<file path="src/rtl/alu_pkg.sv">
// Operation encodings shared by the execute-stage adder/subtractor.
// Latency: none (type and helper definitions only).
// Backpressure: not applicable.
package alu_pkg;

  typedef enum logic [1:0] {
    OP_ADD = 2'b00,
    OP_SUB = 2'b01,
    OP_ADC = 2'b10,
    OP_SBC = 2'b11
  } op_t;

  // SUB and SBC add the one's complement of B.
  function automatic logic op_inverts_b(input op_t op);
    return (op == OP_SUB) || (op == OP_SBC);
  endfunction

endpackage

</file>
<file path="src/rtl/cla_slice.sv">
// SLICE_W-bit carry-lookahead slice: sum plus group generate/propagate.
// Latency: purely combinational.
// Backpressure: not applicable.
module cla_slice #(
  parameter int SLICE_W = 4
) (
  input  logic [SLICE_W-1:0] a,
  input  logic [SLICE_W-1:0] b,
  input  logic               cin,
  output logic [SLICE_W-1:0] sum,
  output logic               g,
  output logic               p,
  output logic               cout
);

  logic [SLICE_W-1:0] w_gen;
  logic [SLICE_W-1:0] w_prop;
  logic [SLICE_W-1:0] w_carry;

  assign w_gen  = a & b;
  assign w_prop = a ^ b;

  // Group G/P depend only on the operands, never on cin, so the
  // chunk-level lookahead above can use them without a loop.
  always_comb begin
    g = 1'b0;
    for (int i = 0; i < SLICE_W; i++) begin
      g = w_gen[i] | (w_prop[i] & g);
    end
    p = &w_prop;
  end

  // Per-bit carries inside the slice, then the sum and slice carry-out.
  always_comb begin
    w_carry    = '0;
    w_carry[0] = cin;
    for (int i = 1; i < SLICE_W; i++) begin
      w_carry[i] = w_gen[i-1] | (w_prop[i-1] & w_carry[i-1]);
    end
    sum  = w_prop ^ w_carry;
    cout = g | (p & cin);
  end

endmodule

</file>
<file path="src/rtl/pipe_cla_addsub.sv">
// Pipelined WIDTH-bit ADD/SUB/ADC/SBC built from carry-lookahead slices.
// Latency: STAGES cycles from accept to out_valid_o; one op per cycle.
// Backpressure: stalled stages hold; in_ready_o falls only when every stage is full and out_ready_i=0.
module pipe_cla_addsub
  import alu_pkg::*;
#(
  parameter int WIDTH   = 32,
  parameter int SLICE_W = 4,
  parameter int STAGES  = 2
) (
  input  logic             clk_i,
  input  logic             rst_i,
  input  logic             in_valid_i,
  output logic             in_ready_o,
  input  logic [1:0]       op_i,
  input  logic [WIDTH-1:0] a_i,
  input  logic [WIDTH-1:0] b_i,
  input  logic             cin_i,
  output logic             out_valid_o,
  input  logic             out_ready_i,
  output logic [WIDTH-1:0] sum_o,
  output logic             cout_o,
  output logic             ovf_o,
  output logic             zero_o
);

  localparam int CHUNK = WIDTH / STAGES;
  localparam int NSL   = CHUNK / SLICE_W;
  localparam int LAST  = STAGES - 1;

  op_t               w_op;
  logic [WIDTH-1:0]  w_b_prep;
  logic              w_c0;
  logic [STAGES-1:0] w_adv;

  // Stage k holds the full A/B' (upper part still to be added, MSBs for
  // the flags), the sum bits resolved so far and the carry into stage k+1.
  logic              r_vld [STAGES];
  logic [WIDTH-1:0]  r_a   [STAGES];
  logic [WIDTH-1:0]  r_b   [STAGES];
  logic [WIDTH-1:0]  r_sum [STAGES];
  logic              r_c   [STAGES];

  // Operand prep: invert B for subtracts and select the initial carry.
  always_comb begin
    w_op     = op_t'(op_i);
    w_b_prep = op_inverts_b(w_op) ? ~b_i : b_i;
    w_c0     = 1'b0;
    case (w_op)
      OP_ADD:  w_c0 = 1'b0;
      OP_SUB:  w_c0 = 1'b1;
      OP_ADC:  w_c0 = cin_i;
      OP_SBC:  w_c0 = cin_i;
      default: w_c0 = 1'b0;
    endcase
  end

  // Advance chain: a stage may load when it is empty or its successor moves.
  always_comb begin
    w_adv       = '0;
    w_adv[LAST] = ~r_vld[LAST] | out_ready_i;
    for (int k = STAGES - 2; k >= 0; k--) begin
      w_adv[k] = ~r_vld[k] | w_adv[k+1];
    end
  end

  assign in_ready_o = w_adv[0];

  for (genvar k = 0; k < STAGES; k++) begin : g_stage
    logic [WIDTH-1:0] w_a_src;
    logic [WIDTH-1:0] w_b_src;
    logic [WIDTH-1:0] w_sum_src;
    logic             w_c_src;
    logic             w_v_src;
    logic [CHUNK-1:0] w_chunk_sum;
    logic [NSL-1:0]   w_g;
    logic [NSL-1:0]   w_p;
    logic [NSL:0]     w_gc;
    logic [WIDTH-1:0] w_sum_nxt;
    // Slice-local carry-outs; the chunk carries are resolved from G/P.
    logic [NSL-1:0]   w_slice_cout_unused;

    if (k == 0) begin : g_first
      assign w_a_src   = a_i;
      assign w_b_src   = w_b_prep;
      assign w_sum_src = '0;
      assign w_c_src   = w_c0;
      assign w_v_src   = in_valid_i;
    end else begin : g_next
      assign w_a_src   = r_a[k-1];
      assign w_b_src   = r_b[k-1];
      assign w_sum_src = r_sum[k-1];
      assign w_c_src   = r_c[k-1];
      assign w_v_src   = r_vld[k-1];
    end

    for (genvar j = 0; j < NSL; j++) begin : g_slice
      cla_slice #(.SLICE_W(SLICE_W)) u_slice (
        .a    (w_a_src[k*CHUNK + j*SLICE_W +: SLICE_W]),
        .b    (w_b_src[k*CHUNK + j*SLICE_W +: SLICE_W]),
        .cin  (w_gc[j]),
        .sum  (w_chunk_sum[j*SLICE_W +: SLICE_W]),
        .g    (w_g[j]),
        .p    (w_p[j]),
        .cout (w_slice_cout_unused[j])
      );
    end

    // Chunk-level lookahead: carry into each slice from the slice G/P.
    always_comb begin
      w_gc    = '0;
      w_gc[0] = w_c_src;
      for (int j = 0; j < NSL; j++) begin
        w_gc[j+1] = w_g[j] | (w_p[j] & w_gc[j]);
      end
    end

    // Splice this stage's chunk into the running sum.
    always_comb begin
      w_sum_nxt = w_sum_src;
      w_sum_nxt[k*CHUNK +: CHUNK] = w_chunk_sum;
    end

    // Stage register: hold on stall, take upstream on advance; data only
    // moves with a valid op, an empty upstream just clears the valid bit.
    always_ff @(posedge clk_i) begin
      if (rst_i) begin
        r_vld[k] <= 1'b0;
        r_a[k]   <= '0;
        r_b[k]   <= '0;
        r_sum[k] <= '0;
        r_c[k]   <= 1'b0;
      end else if (w_adv[k]) begin
        r_vld[k] <= w_v_src;
        if (w_v_src) begin
          r_a[k]   <= w_a_src;
          r_b[k]   <= w_b_src;
          r_sum[k] <= w_sum_nxt;
          r_c[k]   <= w_gc[NSL];
        end
      end
    end
  end

  assign out_valid_o = r_vld[LAST];
  assign sum_o       = r_sum[LAST];
  assign cout_o      = r_c[LAST];
  assign ovf_o       = (r_a[LAST][WIDTH-1] == r_b[LAST][WIDTH-1]) &&
                       (r_sum[LAST][WIDTH-1] != r_a[LAST][WIDTH-1]);
  assign zero_o      = r_vld[LAST] & ~|r_sum[LAST];

endmodule

</file>
<file path="config.mk">
export PLATFORM = sky130hd
export DESIGN_NAME = pipe_cla_addsub
export DESIGN_NICKNAME = d
export VERILOG_FILES = /design/src/rtl/alu_pkg.sv /design/src/rtl/cla_slice.sv /design/src/rtl/pipe_cla_addsub.sv
export SDC_FILE = /design/constraint.sdc
export NUM_CORES = 1
export LEC_CHECK = 0
export ABC_AREA = 1
export CORE_MARGIN = 2
export CORE_UTILIZATION = 38
export DETAILED_ROUTE_END_ITERATION = 10
export PLACE_DENSITY_LB_ADDON = 0.05
export SLEW_MARGIN = 40
export SYNTH_ARGS = -nofsm -noshare
export SYNTH_HDL_FRONTEND = slang
export SYNTH_SLANG_ARGS = --single-unit
export TNS_END_PERCENT = 50
</file>
<file path="constraint.sdc">
create_clock -name clk_i -period 4 [get_ports clk_i]
set_clock_uncertainty 0.2 [all_clocks]
set_input_delay 0.8 -clock clk_i [delete_from_list [all_inputs] [get_ports clk_i]]
set_output_delay 0.8 -clock clk_i [all_outputs]
set_load 0.01 [all_outputs]
</file>
==> reports/metrics.csv, run 1 <==
metric;value;unit
port bufs;107;
Leak Pwr;2.95;nW
final-report hold violation count;0;
fin. max-slew vios;0;
Reg area;2580;sq um
FMAX;262;MHz
internal power;1.83;mW
worst r2r path cells;14;
Worst Path Arrival;3.69;ns
Gate power share;21.1;%
hold crit path type;reg -> reg;
clk buf depth;2;
largest net degree at the start of global routing;50;
Cell Pwr Density;362;nW/um^2
Seq/Total Area, Yosys;51.5;%
max_slew headroom;50.6;%
Period Utilization, post-route;95.5;%
half-perimeter wire length after placement;7440;microns
WHS Path Cells;2;
switching share of power;25.4;%
width of the die;119;microns
Synth warnings;0;
min Tclk post-route;3.82;ns
r2r setup slk;0.72;ns
aggregate global routing overflow;0;
Worst-Margin Slew;0.740;ns
CP Max Fanout;3;
Syn Nets;592;
Setup TNS;0;ns
antenna violations before repair;0;
setup repair after global routing missed its margin;no;
net switching power;622;uW
Core Area;12700;sq um
VDD IR-drop max;0.224;mV
outcome;finished clean;
antenna-violating nets left;0;
CTS tree;done;
Cell variety after synth;26;
Final setup viols;0;
Sink Count;86;
sequential power share;45.7;%
Clock transition at path regs;0.06;ns
DR iter-0 viols;147;
Crit. End Element;flip-flop;
Synth area leaders;edfxtp_1 52%, fa_1 9.6%, ha_1 8.0%;
total power;2.45;mW
hold_buf cts;0;
worst slack, placed;-0.475;ns
reg2reg start;r_b[0][17]$_SDFFCE_PN0P_;
clock power share;33.2;%
Multi-input gate area;2080;sq um
Final nets;719;
final worst slack;0.180;ns
post-synth design cell area;5010;sq um
Filler Cells Inserted;1195;
Worst Hold Slack;0.341;ns
clk root buf;clkbuf_16;
Ports;108;
drt pass-1 iters;4;
Max Cap Violations;0;
commonest non-fill, non-tap cell in the layout;clkdlybuf4s50_1;
biggest area consumer among synthesized cells;edfxtp_1;
post-synth top area share;51.5;%
GRT Total Usage;14.1;%
Hold EP;r_sum[1][7]$_SDFFCE_PN0P_;
via count;3336;
diode count;0;
most frequent cells in the layout;102 x clkdlybuf4s50_1, 94 x nor2_1, 86 x edfxtp_1;
chip height;119;microns
worst min-delay path startpoint;r_sum[0][7]$_SDFFCE_PN0P_;
H-tree level count;3;
CTS buffer count;9;
Setup crit start kind;input port;
drt total wl;9660;microns
# rows;41;
die area;14100;sq um
gp weighted congestion;0.800;
vias per inst;4.34;
layout cell share with drive strength beyond 1;10.7;%
worst flop-to-flop path endpoint;r_sum[1][31]$_SDFFCE_PN0P_;
Post-Syn Area per Cell;10.8;sq um
CP Class;in -> reg;
Critical Path RT;3.87;ns
P&R area growth vs syn;35.3;%
number of remaining DRC errors;0;
Clk Latency, worst-skew pair;0.34;ns
Post-Syn Instances;465;
#FFs+latches synth;86;
per-cell routed wire length;12.6;microns
starting density of the core;39.4;%
vias in the first global route;3369;
global-route wire length before repair;15700;microns
what timing repair did:
item	CTS	global route
buffers inserted	0	1
gates resized for setup	4	14
setup endpoints to repair	2	4
pin swaps	2	10
per-stage QoR:
step / std cells / cell area (sq um) / utilization (%)
after CTS: 768 / 6720 / 52.8
final: 769 / 6780 / 53.3
after floorplan: 465 / 5010 / -
after global placement: 752 / 6410 / 50.4
after detailed placement: 752 / 6410 / 50.4
after global routing: 769 / 6780 / 53.3
flip-flops by register name, summed over array words and instances (netlist names):
name / cells
r_b: 17
r_a: 17
r_vld: 2
r_c: 2
r_sum: 48
cells in the mapped netlist, drive strengths merged:
master / n
edfxtp: 86
nand4: 3
a21oi: 16
xor2: 9
o21bai: 1
fa: 24
nand2: 50
buf: 12
nor3: 3
ha: 32
or4: 1
o21a: 2
inv: 88
nor2: 95
nor4: 5
and2: 1
xnor2: 31
nand3: 6
logic make-up (layout without fill, tap and decap cells):
group / Yosys count / count (layout) / share of synthesized area, %
DFF: 86 / 86 / 51.5
and+or+nand+nor: 164 / 164 / 13.7
xor gates and xnor gates: 40 / 40 / 6.99
AOI/OAI and AO/OA: 19 / 19 / 2.12
adders and majority gates: 56 / 56 / 17.6
buffers and inverters: 100 / 232 / 8.09
critical path, cell delays in order:
cell and delay [ns]:
clkdlybuf4s50_1 0.50, xnor2_2 0.13, inv_1 0.06, ha_1 0.31, nand2_1 0.06, nor2_1 0.10, nand2_1 0.07, nand2_2 0.08
nand2_2 0.05, nand2_2 0.07, inv_2 0.05, fa_2 0.39, fa_2 0.41, fa_2 0.57, nor2_1 0.04
layer usage:
layer,GRT usage [%],wire [microns],up-vias
li1,-,-,1722
met1,17.3,4260,1536
met2,25.0,4860,66
met3,2.59,392,12
met4,4.99,142,0
met5,0,0,-
worst max path at each step:
stage                     slack, ns  startpoint  depth (start not counted)                          to
after floorplan                0.02     op_i[0]                         17  r_sum[0][15]$_SDFFCE_PN0P_
after global placement        -0.41      b_i[1]                         20  r_sum[0][15]$_SDFFCE_PN0P_
after detailed placement      -0.48      b_i[2]                         18  r_sum[0][15]$_SDFFCE_PN0P_
after CTS                      0.03      b_i[1]                         17  r_sum[0][14]$_SDFFCE_PN0P_
after global routing          0.008      b_i[6]                         16  r_sum[0][15]$_SDFFCE_PN0P_
final                          0.18      b_i[6]                         15  r_sum[0][14]$_SDFFCE_PN0P_
power by group through the flow:
| stage | Combinational [mW] | Clock, mW | Sequential (mW) |
|---|---|---|---|
| 3_3_place_gp | 0.504 | 0 | 1.14 |
| 6_report | 0.518 | 0.816 | 1.12 |
| 4_1_cts | 0.516 | 0.836 | 1.12 |
| 2_1_floorplan | 0.276 | 0 | 1.14 |
| 3_5_place_dp | 0.511 | 0 | 1.14 |
| 5_1_grt | 0.588 | 0.871 | 1.13 |
cell type report:
type / count / area share, %
clock buffers: 10 / 3.38
clock inverters: 6 / 0.923
repair buffers: 128 / 18.8
multi-input cells: 279 / 30.8
well taps: 172 / 3.18
flip-flops and latches: 86 / 38.1
inverters: 88 / 4.91
Power figures use the tool's default switching activity.
==> inputs of run 2 (changes only) <==
PLACE_DENSITY = 0.65   (was default)
PLACE_DENSITY_LB_ADDON = default   (was 0.05)
==> run 2 against run 1 <==
  * Sequential power barely moved
  * Setup slack lost 0.025 ns
  * Count of clock-buffer cells in the layout unchanged
  * Utilization fell by 0.079 points
  * Largest power group unchanged
  * Highest routed layer unchanged
==> reports/metrics.csv, run 2 (same netlist as run 1, synthesis figures left out) <==
metric;value;unit
outcome;finished clean;
GRT Total Usage;14.5;%
H-tree level count;3;
worst slack, placed;-0.434;ns
CP Max Fanout;3;
met3 Use GR;2.83;%
Gate power share;20.0;%
Core Area;12700;sq um
switching share of power;23.9;%
aggregate global routing overflow;0;
net switching power;616;uW
Worst-Margin Slew;0.629;ns
fin. max-slew vios;0;
FMAX;260;MHz
min Tclk post-route;3.85;ns
CTS tree;done;
antenna violations before repair;0;
sequential power share;43.5;%
reg2reg start;r_b[0][18]$_SDFFCE_PN0P_;
hold crit path type;reg -> reg;
Setup crit start kind;input port;
Multi-input gate area;2060;sq um
P&R area growth vs syn;35.1;%
Final nets;719;
# rows;41;
Core Util, Final;53.2;%
most frequent cells in the layout;104 x clkdlybuf4s50_1, 93 x nor2_1, 86 x inv_1, 86 x edfxtp_1, 39 x nand2_1;
diode count;0;
VDD IR-drop max;0.209;mV
width of the die;119;microns
CP Class;in -> reg;
worst flop-to-flop path endpoint;r_sum[1][31]$_SDFFCE_PN0P_;
gp weighted congestion;0.808;
starting density of the core;39.4;%
vias in the first global route;3551;
Final setup viols;0;
critical path endpoint;r_sum[0][14]$_SDFFCE_PN0P_;
Largest regs;r_sum (48), r_a (17), r_b (17);
Worst Path Arrival;3.71;ns
per-cell routed wire length;12.6;microns
layout cell share with drive strength beyond 1;10.1;%
Critical Path RT;3.86;ns
die area;14100;sq um
Ports;108;
antenna-violating nets left;0;
clk root buf;clkbuf_16;
vias per inst;4.42;
clk buf depth;2;
max_slew headroom;58.0;%
r2r setup slk;0.75;ns
via count;3397;
total power;2.57;mW
worst setup path startpoint;b_i[3];
port bufs;107;
Max Cap Violations;0;
DR iter-0 viols;103;
Worst Hold Slack;0.341;ns
Clock transition at path regs;0.06;ns
Reg area;2580;sq um
drt total wl;9700;microns
Period Utilization, post-route;96.1;%
grt met2 use;27.3;%
Crit. End Element;flip-flop;
Cell Pwr Density;380;nW/um^2
CTS buffer count;9;
final worst slack;0.155;ns
Top reg by flops;r_sum;
global-route wire length before repair;16200;microns
met1 GRT Util;16.3;%
Setup TNS;0;ns
chip height;119;microns
final-report hold violation count;0;
Largest register FFs;48;
largest net degree at the start of global routing;50;
Clk Latency, worst-skew pair;0.33;ns
worst r2r path cells;14;
number of remaining DRC errors;0;
half-perimeter wire length after placement;7560;microns
drt pass-1 iters;4;
Sink Count;86;
clock power share;36.5;%
commonest non-fill, non-tap cell in the layout;clkdlybuf4s50_1;
Leak Pwr;2.95;nW
WHS Path Cells;2;
Filler Cells Inserted;1181;
internal power;1.96;mW
Top Usage Layer GRT;met2;
run 2: cell count changes in the layout (fill, tap and decap cells not counted), moves of 2 or more:
cell / delta
buf_12: -2
buf_4: +2
bufinv_16: +2
clkdlybuf4s50_1: +2
clkinvlp_4: -2
dlymetal6s2s_1: -2
inv_1: +2
inv_2: -2
run 2: critical path, stage by stage:
cell and delay, ns:
clkdlybuf4s50_1 0.42, xor2_1 0.17, ha_1 0.33, nand2_1 0.08, nor2_2 0.12, a21oi_2 0.07, nand2_2 0.06, nand2_1 0.06
nand2_2 0.08, nand2_1 0.06, nand2_2 0.06, inv_1 0.05, fa_2 0.36, fa_2 0.41, fa_2 0.54, nor2_1 0.04
run 2: how the worst min path moves through the flow:
stage / start / to / slack, ns
6_report: r_sum[0][2]$_SDFFCE_PN0P_ / r_sum[1][2]$_SDFFCE_PN0P_ / 0.34
5_1_grt: r_sum[0][13]$_SDFFCE_PN0P_ / r_sum[1][13]$_SDFFCE_PN0P_ / 0.36
4_1_cts: r_sum[0][2]$_SDFFCE_PN0P_ / r_sum[1][2]$_SDFFCE_PN0P_ / 0.34
3_5_place_dp: r_sum[0][2]$_SDFFCE_PN0P_ / r_sum[1][2]$_SDFFCE_PN0P_ / 0.33
3_3_place_gp: r_sum[0][12]$_SDFFCE_PN0P_ / r_sum[1][12]$_SDFFCE_PN0P_ / 0.33
2_1_floorplan: r_sum[0][0]$_SDFFCE_PN0P_ / r_sum[1][0]$_SDFFCE_PN0P_ / 0.32
run 2: repair_timing:
action | 4_1_cts | 5_1_grt
buffers inserted | 0 | 2
pin swaps | 1 | 2
endpoints found under the hold margin | 0 | 0
setup endpoints to repair | 2 | 5
gates resized for setup | 2 | 10
hold buffers | 0 | 0
gates cloned | 0 | 0
run 2: area by class of cell:
class	instances	share of cell area, %
Sequential cell	86	38.2
Inverter	88	4.90
Clock inverter	5	1.59
Timing Repair Buffer	128	18.3
Clock buffer	10	3.38
Tap cell	172	3.18
Multi-Input combinational cell	279	30.4
run 2: power groups by stage:
stage	Combinational, mW	Sequential [mW]	Clock, mW
after floorplan	0.276	1.14	0
after global placement	0.496	1.14	0
after detailed placement	0.512	1.14	0
after CTS	0.516	1.12	0.955
after global routing	0.587	1.13	0.987
final	0.514	1.12	0.938
run 2: layer usage:
layer | up-vias | share of wire, %
met2 | 69 | 54
met4 | 0 | 1.4
met5 | - | 0
met3 | 9 | 3.9
li1 | 1723 | -
met1 | 1596 | 41
run 2: stage by stage:
stage | area (sq um) | cells
finish | 6770 | 768
global route | 6770 | 768
CTS | 6720 | 766
detailed placement | 6370 | 751
global placement | 6370 | 751
floorplan | 5010 | 465
==> inputs of run 3 (changes only) <==
ABC_AREA = default   (was 1)
==> run 3 against run 2 <==
  * Global-route usage rose by 0.18 points
  * Clock power fell by 22%
  * Count of clock-buffer cells in the layout fell by 1
  * First-iteration DRC count rose by 4.9%
  * Design area fell by 4.6%
  * Flip-flop and latch count did not move
==> reports/metrics.csv, run 3 <==
metric;value;unit
hold_buf cts;0;
P&R area growth vs syn;32.2;%
fin. max-slew vios;0;
CP max stage delay;0.41;ns
Cell variety after synth;37;
worst setup path startpoint;b_i[6];
Final Cell Area;6460;sq um
post-synth top area share;52.9;%
Clock transition at path regs;0.06;ns
FFs w/ async S/R, synth;0;%
Bufs and invs on worst path;1;
clk root buf;clkbuf_16;
biggest area consumer among synthesized cells;edfxtp_1;
Post-Syn Area per Cell;12.7;sq um
layout cell share with drive strength beyond 1;6.93;%
count leader, synth;edfxtp_1;
global-route wire length before repair;16000;microns
DR iter-0 viols;108;
per-cell routed wire length;14.2;microns
aggregate global routing overflow;0;
port bufs;107;
setup repair after global routing missed its margin;no;
Setup crit start kind;input port;
FMAX;261;MHz
Crit. End Element;flip-flop;
drt total wl;9640;microns
most frequent cells in the layout;106 x clkdlybuf4s50_1, 86 x edfxtp_1, 46 x and2_1;
die area;13800;sq um
Clk Latency, worst-skew pair;0.33;ns
chip height;117;microns
Non-Filler Instances;677;
clk buf depth;2;
vias per inst;4.53;
# rows;41;
number of synthesized flops with an enable pin;86;
CTS buffer count;9;
diode count;0;
worst-path cell chain;clkdlybuf4s50_1 -> xor2_1 -> ha_1 -> and4_1 -> a221o_1 -> a21oi_2 -> o21ba_1 -> fa_2 -> fa_2 -> fa_1 -> xor2_1 -> nor2_1;
post-placement cell area;6200;sq um
Slowest-stage cell, CP;clkdlybuf4s50_1;
H-tree level count;3;
CP Max Fanout;3;
max_slew headroom;57.5;%
width of the die;117;microns
Multi-input gate area;2120;sq um
hold crit path type;reg -> reg;
vias in the first global route;3269;
final-report hold violation count;0;
Largest register FFs;48;
Core Area;12600;sq um
#FFs+latches synth;86;
Top reg by flops;r_sum;
Max Cap Violations;0;
reg2reg start;r_b[0][18]$_SDFFCE_PN0P_;
commonest non-fill, non-tap cell in the layout;clkdlybuf4s50_1;
Post-Syn Instances;384;
Worst Hold Slack;0.320;ns
Cell Pwr Density;359;nW/um^2
Final setup viols;0;
Filler Cells Inserted;1123;
# placed instances;662;
Syn Nets;511;
Leak Pwr;2.63;nW
antenna violations before repair;0;
Critical Path RT;3.89;ns
GRT Total Usage;14.7;%
Synth warnings;0;
CP top delay family;adder cells;
Worst Path Arrival;3.72;ns
min Tclk post-route;3.83;ns
final worst slack;0.171;ns
Synth top cells by count;86 x edfxtp_1, 46 x and2_1, 42 x nor2_1;
starting density of the core;38.9;%
number of remaining DRC errors;0;
via count;3068;
Worst-Margin Slew;0.637;ns
worst slack, placed;-0.171;ns
CTS resizes;0;
Sink Count;86;
largest net degree at the start of global routing;36;
Setup TNS;0;ns
Synth area leaders;edfxtp_1 53%, fa_1 9.8%, ha_1 8.2%;
Ports;108;
drt pass-1 iters;4;
Setup Buffers After CTS;0;
Largest regs;r_sum (48), r_a (17), r_b (17);
CP Class;in -> reg;
Period Utilization, post-route;95.7;%
antenna-violating nets left;0;
Reg area;2580;sq um
Final nets;628;
Seq/Total Area, Yosys;52.9;%
Synth Flop Type;edfxtp_1;
half-perimeter wire length after placement;7730;microns
outcome;finished clean;
VDD IR-drop max;0.190;mV
gp weighted congestion;0.833;
worst min-delay path startpoint;r_sum[0][12]$_SDFFCE_PN0P_;
post-synth design cell area;4880;sq um
CTS tree;done;
run 3: cell count changes in the layout (fill, tap and decap cells not counted), sizes merged, moves of 4 or more:
cell / delta
xnor2: -11
clkinv: +4
nand2: -37
nor2: -53
and2: +45
xor2: +11
o21ai: +5
buf: -9
nand2b: +5
inv: -56
a21oi: -4
run 3: logic make-up (layout without fill, tap and decap cells):
kind of cell / count (synthesis) / in the layout / share of synthesized area (%)
muxes: 1 / 1 / 0.307
adders and majority gates: 56 / 56 / 18.0
DFF: 86 / 86 / 52.9
xor gates and xnor gates: 40 / 40 / 7.17
and+or+nand+nor: 128 / 128 / 13.8
AOI/OAI and AO/OA: 28 / 28 / 3.87
buffers and inverters: 45 / 166 / 3.97
run 3: path summary, 6_finish.rpt:
path                           endpoint  slack [ns]  cells past startpoint
min reg2reg  r_sum[1][12]$_SDFFCE_PN0P_        0.32                      1
max          r_sum[0][15]$_SDFFCE_PN0P_        0.17                     12
max reg2reg  r_sum[1][31]$_SDFFCE_PN0P_        0.35                     11
min          r_sum[1][12]$_SDFFCE_PN0P_        0.32                      1
run 3: where the power goes:
group	leakage, nW	switching (mW)	internal (mW)	total [mW]
Clock	0.128	0.318	0.409	0.727
Sequential	0.934	0.0419	1.08	1.12
Combinational	1.57	0.221	0.248	0.469
run 3: through the flow:
stage	power (mW)	util [%]
final	2.32	51.4
after global routing	2.45	51.4
after CTS	2.35	51.4
after detailed placement	1.62	49.3
after global placement	1.60	49.3
after floorplan	1.39	-
run 3: layout make-up:
| class | instances | area share (%) |
|---|---|---|
| Multi-Input combinational cell | 253 | 32.8 |
| Sequential cell | 86 | 40.0 |
| Timing Repair Buffer | 119 | 18.1 |
| Inverter | 32 | 1.86 |
| Clock buffer | 9 | 3.49 |
| Clock inverter | 6 | 0.465 |
| Tap cell | 172 | 3.33 |
run 3: layer usage:
metal  track usage (%)  share of wire, %
met5                 0                 0
met4              5.95               2.1
met3              3.02               4.2
met2              23.8                47
met1              19.3                47
